$ cat src/rtl/prf_sequencer.sv
// PRF sequencer: per-period carrier select, burst, ADC and range-gate windows for the CLK64 generator.
// Outputs registered (1 cycle after state); RUN seen at edge k gives PRF_SYNC at edge k+1; no backpressure.
module prf_sequencer #(
  parameter int PW      = 16,
  parameter int GW      = 12,
  parameter int MIN_PER = 16
) (
  input  logic          CLK64,
  input  logic          RES,
  input  logic          RUN,
  input  logic [1:0]    FREQ_SEL,
  input  logic [3:0]    BURST_CYC,
  input  logic [GW-1:0] GATE_DLY,
  input  logic [GW-1:0] GATE_LEN,
  input  logic [PW-1:0] PRF_PER,
  output logic          F8,
  output logic          F4,
  output logic          F2,
  output logic          WR_Freq,
  output logic          BURST_EN,
  output logic          ADC_EN,
  output logic          SMPL_EN,
  output logic          PRF_SYNC,
  output logic          CFG_ERR,
  output logic          OVR
);

  localparam int AW = PW + 1;
  localparam logic [AW-1:0] PE_MAX = AW'({PW{1'b1}});

  typedef enum logic [2:0] {
    S_IDLE,
    S_PRE,
    S_BURST,
    S_DLY,
    S_GATE,
    S_WAIT
  } state_t;

  state_t        r_state;
  state_t        w_nxt_state;
  logic [PW-1:0] r_pos;
  logic [PW-1:0] w_nxt_pos;

  // Period configuration, captured when pos 0 is issued
  logic [AW-1:0] r_eb;
  logic [AW-1:0] r_gs;
  logic [AW-1:0] r_ge;
  logic [AW-1:0] r_pe;
  logic          r_ovr;
  logic          r_len_nz;

  // Registered outputs; F-lines kept as {F8,F4,F2}
  logic [2:0]    r_f;
  logic          r_wr;
  logic          r_burst;
  logic          r_adc;
  logic          r_smpl;
  logic          r_sync;
  logic          r_cfg_err;
  logic          r_ovr_p;

  logic [2:0]    w_f_new;
  logic [AW-1:0] w_tc;
  logic [AW-1:0] w_eb;
  logic [AW-1:0] w_gs_raw;
  logic          w_gs_clamp;
  logic [AW-1:0] w_gs;
  logic [AW-1:0] w_ge;
  logic [AW-1:0] w_per;
  logic [AW-1:0] w_need;
  logic          w_sat;
  logic [AW-1:0] w_pe;
  logic          w_ovr;
  logic          w_cfg_err;

  logic          w_last;
  logic [AW-1:0] w_inc;
  logic          w_sync;
  logic [2:0]    w_f;
  logic          w_wr;
  logic          w_burst;
  logic          w_adc;
  logic          w_smpl;
  logic          w_cfg;
  logic          w_ovr_p;

  // Derived timing from the live inputs; only consumed on the pos-0 edge
  always_comb begin
    w_f_new = r_f;
    case (FREQ_SEL)
      2'd0:    w_f_new = 3'b001;
      2'd1:    w_f_new = 3'b010;
      2'd2:    w_f_new = 3'b100;
      default: w_f_new = r_f;
    endcase

    if (w_f_new[2])      w_tc = AW'(8);
    else if (w_f_new[1]) w_tc = AW'(16);
    else                 w_tc = AW'(32);

    w_eb       = AW'(4) + AW'(BURST_CYC) * w_tc;
    w_gs_raw   = AW'(4) + AW'(GATE_DLY);
    w_gs_clamp = (w_gs_raw < w_eb);
    w_gs       = w_gs_clamp ? w_eb : w_gs_raw;
    w_ge       = w_gs + AW'(GATE_LEN);
    w_per      = (AW'(PRF_PER) < AW'(MIN_PER)) ? AW'(MIN_PER) : AW'(PRF_PER);
    w_need     = w_ge + AW'(1);
    w_sat      = (w_need > PE_MAX);

    if (w_sat)               w_pe = PE_MAX;
    else if (w_need > w_per) w_pe = w_need;
    else                     w_pe = w_per;

    w_ovr     = w_sat || (w_pe > w_per);
    w_cfg_err = (FREQ_SEL == 2'd3) || w_gs_clamp;
  end

  always_ff @(posedge CLK64) begin
    if (RES) begin
      r_state <= S_IDLE;
      r_pos   <= '0;
    end else begin
      r_state <= w_nxt_state;
      r_pos   <= w_nxt_pos;
    end
  end

  // Next state follows the phase of the next pos, so zero-length phases never occupy a cycle
  always_comb begin
    w_nxt_state = r_state;
    w_nxt_pos   = r_pos;
    w_inc       = AW'(r_pos) + AW'(1);
    w_last      = (r_state != S_IDLE) && (r_pos != '0) && (AW'(r_pos) == r_pe - AW'(1));

    case (r_state)
      S_IDLE: begin
        if (RUN) begin
          w_nxt_state = S_PRE;
          w_nxt_pos   = '0;
        end
      end
      default: begin
        if (w_last) begin
          w_nxt_state = RUN ? S_PRE : S_IDLE;
          w_nxt_pos   = '0;
        end else begin
          w_nxt_pos = w_inc[PW-1:0];
          if (w_inc < AW'(4))     w_nxt_state = S_PRE;
          else if (w_inc < r_eb)  w_nxt_state = S_BURST;
          else if (w_inc < r_gs)  w_nxt_state = S_DLY;
          else if (w_inc < r_ge)  w_nxt_state = S_GATE;
          else                    w_nxt_state = S_WAIT;
        end
      end
    endcase
  end

  always_comb begin
    w_sync  = (r_state == S_PRE) && (r_pos == '0);
    w_f     = w_sync ? w_f_new : r_f;
    w_cfg   = w_sync && w_cfg_err;
    w_wr    = (r_state == S_PRE) && ((r_pos == PW'(1)) || (r_pos == PW'(2)));
    w_burst = (r_state == S_BURST);
    w_smpl  = (r_state == S_GATE);
    // ADC clock runs from burst end through the gate so the generator stays in sync
    w_adc   = ((r_state == S_DLY) && r_len_nz) || (r_state == S_GATE);
    w_ovr_p = w_last && r_ovr;
  end

  always_ff @(posedge CLK64) begin
    if (RES) begin
      r_f       <= '0;
      r_wr      <= 1'b0;
      r_burst   <= 1'b0;
      r_adc     <= 1'b0;
      r_smpl    <= 1'b0;
      r_sync    <= 1'b0;
      r_cfg_err <= 1'b0;
      r_ovr_p   <= 1'b0;
      r_eb      <= '0;
      r_gs      <= '0;
      r_ge      <= '0;
      r_pe      <= '0;
      r_ovr     <= 1'b0;
      r_len_nz  <= 1'b0;
    end else begin
      r_f       <= w_f;
      r_wr      <= w_wr;
      r_burst   <= w_burst;
      r_adc     <= w_adc;
      r_smpl    <= w_smpl;
      r_sync    <= w_sync;
      r_cfg_err <= w_cfg;
      r_ovr_p   <= w_ovr_p;
      if (w_sync) begin
        r_eb     <= w_eb;
        r_gs     <= w_gs;
        r_ge     <= w_ge;
        r_pe     <= w_pe;
        r_ovr    <= w_ovr;
        r_len_nz <= (GATE_LEN != '0);
      end
    end
  end

  assign F8       = r_f[2];
  assign F4       = r_f[1];
  assign F2       = r_f[0];
  assign WR_Freq  = r_wr;
  assign BURST_EN = r_burst;
  assign ADC_EN   = r_adc;
  assign SMPL_EN  = r_smpl;
  assign PRF_SYNC = r_sync;
  assign CFG_ERR  = r_cfg_err;
  assign OVR      = r_ovr_p;

endmodule

$ cat config.mk
export PLATFORM = sky130hd
export DESIGN_NAME = prf_sequencer
export DESIGN_NICKNAME = d
export VERILOG_FILES = /design/src/rtl/prf_sequencer.sv
export SDC_FILE = /design/constraint.sdc
export NUM_CORES = 1
export LEC_CHECK = 0
export CORE_MARGIN = 1.5
export CORE_UTILIZATION = 59
export DETAILED_ROUTE_END_ITERATION = 10
export PLACE_DENSITY = 0.82
export SYNTH_ARGS = -nofsm -noshare
export SYNTH_HDL_FRONTEND = slang
export SYNTH_SLANG_ARGS = --single-unit
$ cat constraint.sdc
create_clock -name CLK64 -period 14.2 [get_ports CLK64]
set_input_delay 2.84 -clock CLK64 [delete_from_list [all_inputs] [get_ports CLK64]]
set_output_delay 2.84 -clock CLK64 [all_outputs]
set_load 0.02 [all_outputs]
## Word level (Yosys, flattened, before mapping)

Index checks and enable logic that the tools add are counted.

- Bits of input ports: 49
- Output and inout port bits: 10
- Flip-flop bits (word level): 99
- Word-level logic and storage cells: 81

- Multipliers: 1
- Equality and inequality tests: 11
- Reduce and logical (&&, ||, !) cells: 19
- Muxes and demuxes: 18
- Add/subtract/negate cells: 6
- Magnitude comparators: 9

Operators with widths:

| cell | count |
|---|---|
| 16-bit two-way mux | 4 |
| 17-bit less-than comparator | 3 |
| 17-bit two-way mux | 3 |
| 17-bit by 16-bit > comparator with 1-bit output | 2 |
| 3-bit two-way mux | 6 |
| 16-bit by 1-bit adder with 17-bit output (second input constant) | 1 |
| 17-bit by 1-bit adder with 17-bit output (second input constant) | 1 |
| 17-bit by 12-bit adder with 17-bit output | 1 |
| 3-bit by 17-bit adder with 17-bit output (first input constant) | 1 |
| 16-bit by 17-bit == test with 1-bit output | 1 |
| 17-bit by 16-bit > comparator with 1-bit output (second input constant) | 1 |
| 13-bit by 17-bit less-than comparator with 1-bit output | 1 |
| 17-bit by 3-bit less-than comparator with 1-bit output (second input constant) | 1 |
| 4-bit by 17-bit multiplier with 17-bit output | 1 |
| 17-bit by 1-bit subtractor with 17-bit output (second input constant) | 1 |
| 16-bit by 1-bit == test with 1-bit output (second input constant) | 1 |
| 16-bit by 2-bit == test with 1-bit output (second input constant) | 1 |
| 16-bit zero test | 1 |
| 16-bit by 5-bit less-than comparator with 1-bit output (second input constant) | 1 |
| 16-bit nonzero test | 1 |
| 3-bit by 12-bit adder with 13-bit output (first input constant) | 1 |
| 6-bit two-way mux | 2 |
| 12-bit nonzero test | 1 |
| 3-bit case mux with 3 select lines | 1 |
| 13 further kinds | 26 |

## Logic depth before layout (Yosys ltp)

Gate-level depths: netlist of run 1.

- Depth in word-level cells: 15
- Gate-level depth with buffers: 49
- Depth with buffers taken out: 48

## Worst setup path before layout of run 1

No wires, ideal clock.

- Kind: input-to-reg
- Start point: input port FREQ_SEL[1]
- End point: register r_ovr
- Buffers on the path: 2
- Slack: 1.936 ns
- Data required time: 14.067 ns
- Setup time: 0.133 ns
- Arrival: 12.131 ns
- Stages: 43
- Cell sequence: a21boi_0 -> nand2_1 -> fa_1 -> inv_1 -> ha_1 -> ha_1 -> ha_1 -> fa_1 -> inv_1 -> ha_1 -> o21ai_0 -> a21oi_1 -> o31ai_1 -> a21oi_1 -> nor2_1 -> clkbuf_1 -> mux2_2 -> ha_1 -> [7 not listed] -> o31ai_1 -> nand2_1 -> nand2_1 -> ha_1 -> nand4_1 -> nor2_1 -> a311o_1 -> a31oi_1 -> clkinv_1 -> o21a_1 -> ha_1 -> a21o_1 -> a21oi_1 -> nor2b_1 -> a2111oi_0 -> o21ai_0 -> a31oi_1 -> o22ai_1

- Cells in the longest elaborated chain, start to end: 15
- Elaborated cells on any way between the ends: 18
- Classes of those cells: add/sub: 3; mul: 1; order compare: 4; eq/ne: 2; mux: 6; reduce/logical: 2

RTL lines:

| what | RTL line | text |
|---|---|---|
| from (decl) | 11 | `input logic [1:0] FREQ_SEL,` |
| 2-bit == test, or another cell as far along | 91 | `case (FREQ_SEL)` |
| 3-bit case mux with 3 select lines * | 91 |  |
| 6-bit two-way mux | 99 | `else if (w_f_new[1]) w_tc = AW'(16);` |
| 6-bit two-way mux * | 98 | `if (w_f_new[2]) w_tc = AW'(8);` |
| 4-bit by 17-bit multiplier with 17-bit output * | 102 | `w_eb = AW'(4) + AW'(BURST_CYC) * w_tc;` |
| 3-bit by 17-bit adder with 17-bit output * | 102 |  |
| via w_eb[7] | 65 | `logic [AW-1:0] w_eb;` |
| 13-bit by 17-bit less-than comparator with 1-bit output * | 104 | `w_gs_clamp = (w_gs_raw < w_eb);` |
| [1 not listed] | n/a |  |
| via w_gs[4] | 68 | `logic [AW-1:0] w_gs;` |
| 17-bit by 12-bit adder with 17-bit output * | 106 | `w_ge = w_gs + AW'(GATE_LEN);` |
| 17-bit by 1-bit adder with 17-bit output * | 108 | `w_need = w_ge + AW'(1);` |
| 17-bit by 16-bit > comparator with 1-bit output | 112 | `else if (w_need > w_per) w_pe = w_need;` |
| 17-bit two-way mux | 112 |  |
| 17-bit two-way mux * | 111 | `if (w_sat) w_pe = PE_MAX;` |
| via w_pe[10] | 73 | `logic [AW-1:0] w_pe;` |
| 17-bit by 16-bit > comparator with 1-bit output * | 115 | `w_ovr = w_sat \|\| (w_pe > w_per);` |
| 1-bit logical OR * | 115 |  |
| to (signal assigned) | 201 | `r_ovr <= w_ovr;` |
| to (decl) | 50 | `logic r_ovr;` |

The timed path passes the listed nets; every way through them passes the cells marked *.
A chain may end at the register's enable or synchronous reset.

## Worst setup path after layout of run 1

- Start point: input port FREQ_SEL[0]
- End point: register r_ovr

The elaborated chain is that of the path after synthesis.

==> reports/results.ini, run 1 <==
[run_status]
status=finished, final reports clean

[logic_synthesis]
synth_adder_area_share=0.189
yosysWarnings=0
ys_types=71
syn_area_per_cell_um2=7.79
ys_seq_elements=83
async_reset_ff_frac=0
seq_area_frac_synth=0.225
synth_xor_area_frac=0.0640
synth_edf_count=0
synth_compound_area_frac=0.212
yosys-mux-area-fraction=0.0215
yosys.area_share.simple=0.226
synth_top_family_by_area=simple AND/OR/NAND/NOR gates
synthCells=948
ys.flop_type=dfxtp_1
syn_nets=1106
syn_area_um2=7390

[placed_design]
post_dp_cell_area_um2=8050
dp_cells=1141
dp_hpwl_um=14800
gp_congestion=0.942
io_buffers=58
dp_slack_ns=0.766

[setup_path]
critPathBufInv=6
arrival_ns=13.51
cp_slowest_stage_delay_ns=0.58
crit_top_cell=ha_1
crit_slowest_cell=clkdlybuf4s50_1
criticalPathCategory=input port to flop
crit_required_ns=14.40
endpoint_kind=flop
critical_path.top_delay_family=compound AO/OA/AOI/OAI gates
crit_fanout=23
critPathLaunchType=input port

[sta]
fin_setup_tns_ns=0
slew_headroom=0.285
maxSlewViolCount=0
rsz0062_at_grt=no
final.setup.worst_slack_ns=0.895
finalSetupViolCount=0
fin_crit_ns=13.31
fmax_mhz=75.2
hold_viol=0
clock_skew_ns=0.00381
finalCritPeriodShare=0.937
worst_slew_pin_slew_ns=1.07

[floorplan]
rows=40
die-area_um2=13200
die_y_um=115
initial_utilization=0.610
core_area_um2=12100
io-pin-count=59
die_w_um=115

[final_layout]
n_antenna_cell=0
utilization=0.687
stdcell_count=1155
final_common_cell=ha_1
fin_area_um2=8320
multi_input_area_um2=5270
drive_above_1_share=0.0476
ff_latch_area_um2=1660
layout_common_cells=105 x ha_1, 103 x nand2_1, 83 x dfxtp_1
nets=1142
nFillCells=1021
syn_to_final_growth_pct=12.7

[drt]
routed_wl_um=19000
num_vias=6934
avgRoutedWirePerCell_um=16.5
drt-initial-drc-count=654
ant_nets=0
drc_errors=0
routed_via_density=6.00
firstDrtPassIters=5

[clock_network]
clk_path_buf_depth=2
htreeDepth=3
cts-root-buf=clkbuf_16
clock-sinks=83
clk_pin_slew_worst_paths_ns=0.06
cts_hold_buffers=0
worstSkewPairLatency_ns=0.34
cts_made_buffers=9
cts_setup_buffers=0
cts_resized=0
cts_tree=done

[global_routing]
antenna_found_initial=0
grt_first_pass_wirelength_um=31500
grt_pass1_vias=6442
grt_max_degree=62
overflow=0
grt.total_usage=0.297

[pwr]
p_leak_nw=3.54
power_density_nw_per_um2=90.3
vdd_ir_drop_max_v=0.0000714

[hold_path]
hold_class=flop to flop

[run]
cap_violations=0

worst register-to-register path: cells and delay by family (launching register included):
family | cells | cell delay (ns)
buf+inv | 6 | 0.69
flops | 1 | 0.34
xor+xnor | 1 | 0.44
compound gates | 16 | 3.37
fa+ha+maj | 10 | 3.29
simple gates | 13 | 2.39
area by class of cell:
type	count	area share
tap	168	0.0253
sequential	83	0.200
inverter	78	0.0352
clock inverter	2	0.00150
timing repair buffer	64	0.0746
clock buffer	12	0.0308
multi-input combinational	748	0.633
flip-flops by register name, summed over array words and instances (netlist names), 3 cells and up:
name	cells
r_pos	16
r_f	3
r_ge	14
r_state	3
r_gs	13
r_pe	16
r_eb	9
synthesized netlist by cell type, types with 8 or more instances:
cell	instances	area share
a21o_1	13	0.013
a211oi_1	16	0.016
and2_1	12	0.010
xnor2_1	30	0.036
nor4_1	14	0.012
dfxtp_1	83	0.22
nand4_1	12	0.010
a22o_1	8	0.0095
nor2b_1	17	0.014
a31oi_1	9	0.0076
inv_1	77	0.039
and3_1	9	0.0076
xor2_1	24	0.028
o211ai_1	8	0.0081
mux2i_1	8	0.011
o21a_1	20	0.020
ha_1	105	0.18
clkbuf_1	32	0.016
nand2_1	104	0.053
a21oi_1	71	0.048
nor2_1	78	0.040
nand3_1	22	0.015
nor3_1	16	0.011
o21ai_0	38	0.026
layer usage:
layer  wire length, um  part of all wire  track usage  up-vias
li1                  -                 -            -     3455
met5                 0                 0            0        -
met1              8870              0.47        0.422     3184
met4               369             0.019       0.0897        0
met3              1360             0.071       0.0506       29
met2              8440              0.44        0.463      266
kinds of logic (layout without fill, tap and decap cells):
kind of cell / count (synthesis) / count (layout)
buf+inv: 117 / 156
flops: 83 / 83
xor+xnor: 54 / 54
compound gates: 236 / 236
mux: 15 / 15
fa+ha+maj: 109 / 109
other cells: 1 / 1
simple gates: 333 / 333
final timing paths:
| path | start | end | slack [ns] | cells past startpoint |
|---|---|---|---|---|
| setup / recovery | FREQ_SEL[0] | r_ovr$_SDFFE_PP0P_ | 0.89 | 45 |
| hold / removal | r_eb[5]$_SDFFE_PP0P_ | r_eb[5]$_SDFFE_PP0P_ | 0.45 | 2 |
| hold reg to reg | r_eb[5]$_SDFFE_PP0P_ | r_eb[5]$_SDFFE_PP0P_ | 0.45 | 2 |
| setup reg to reg | r_f[2]$_SDFFE_PP0P_ | r_ovr$_SDFFE_PP0P_ | 3.55 | 46 |
where the power goes:
part	total [mW]	switching [mW]	internal [mW]
Sequential	0.258	0.0111	0.247
Clock	0.215	0.0895	0.126
Combinational	0.278	0.161	0.117
Total	0.751	0.262	0.489
stage by stage:
stage,hold WS (ns),total power [mW]
floorplan,0.431,0.460
global placement,0.442,0.530
detailed placement,0.448,0.534
CTS,0.455,0.749
global route,0.484,0.795
finish,0.454,0.751
No activity file was read; power rests on OpenSTA's default activity.
==> run 2, diff against run 1 <==
Settings changed: CTS_CLUSTER_SIZE set to 10.
==> results of run 2 <==
No change in the layout: final DEF, timing and power equal those of run 1.
==> run 3, diff against run 2 <==
Settings changed: TNS_END_PERCENT set to 100.
==> results of run 3 <==
No change in the layout: final DEF, timing and power equal those of run 1.
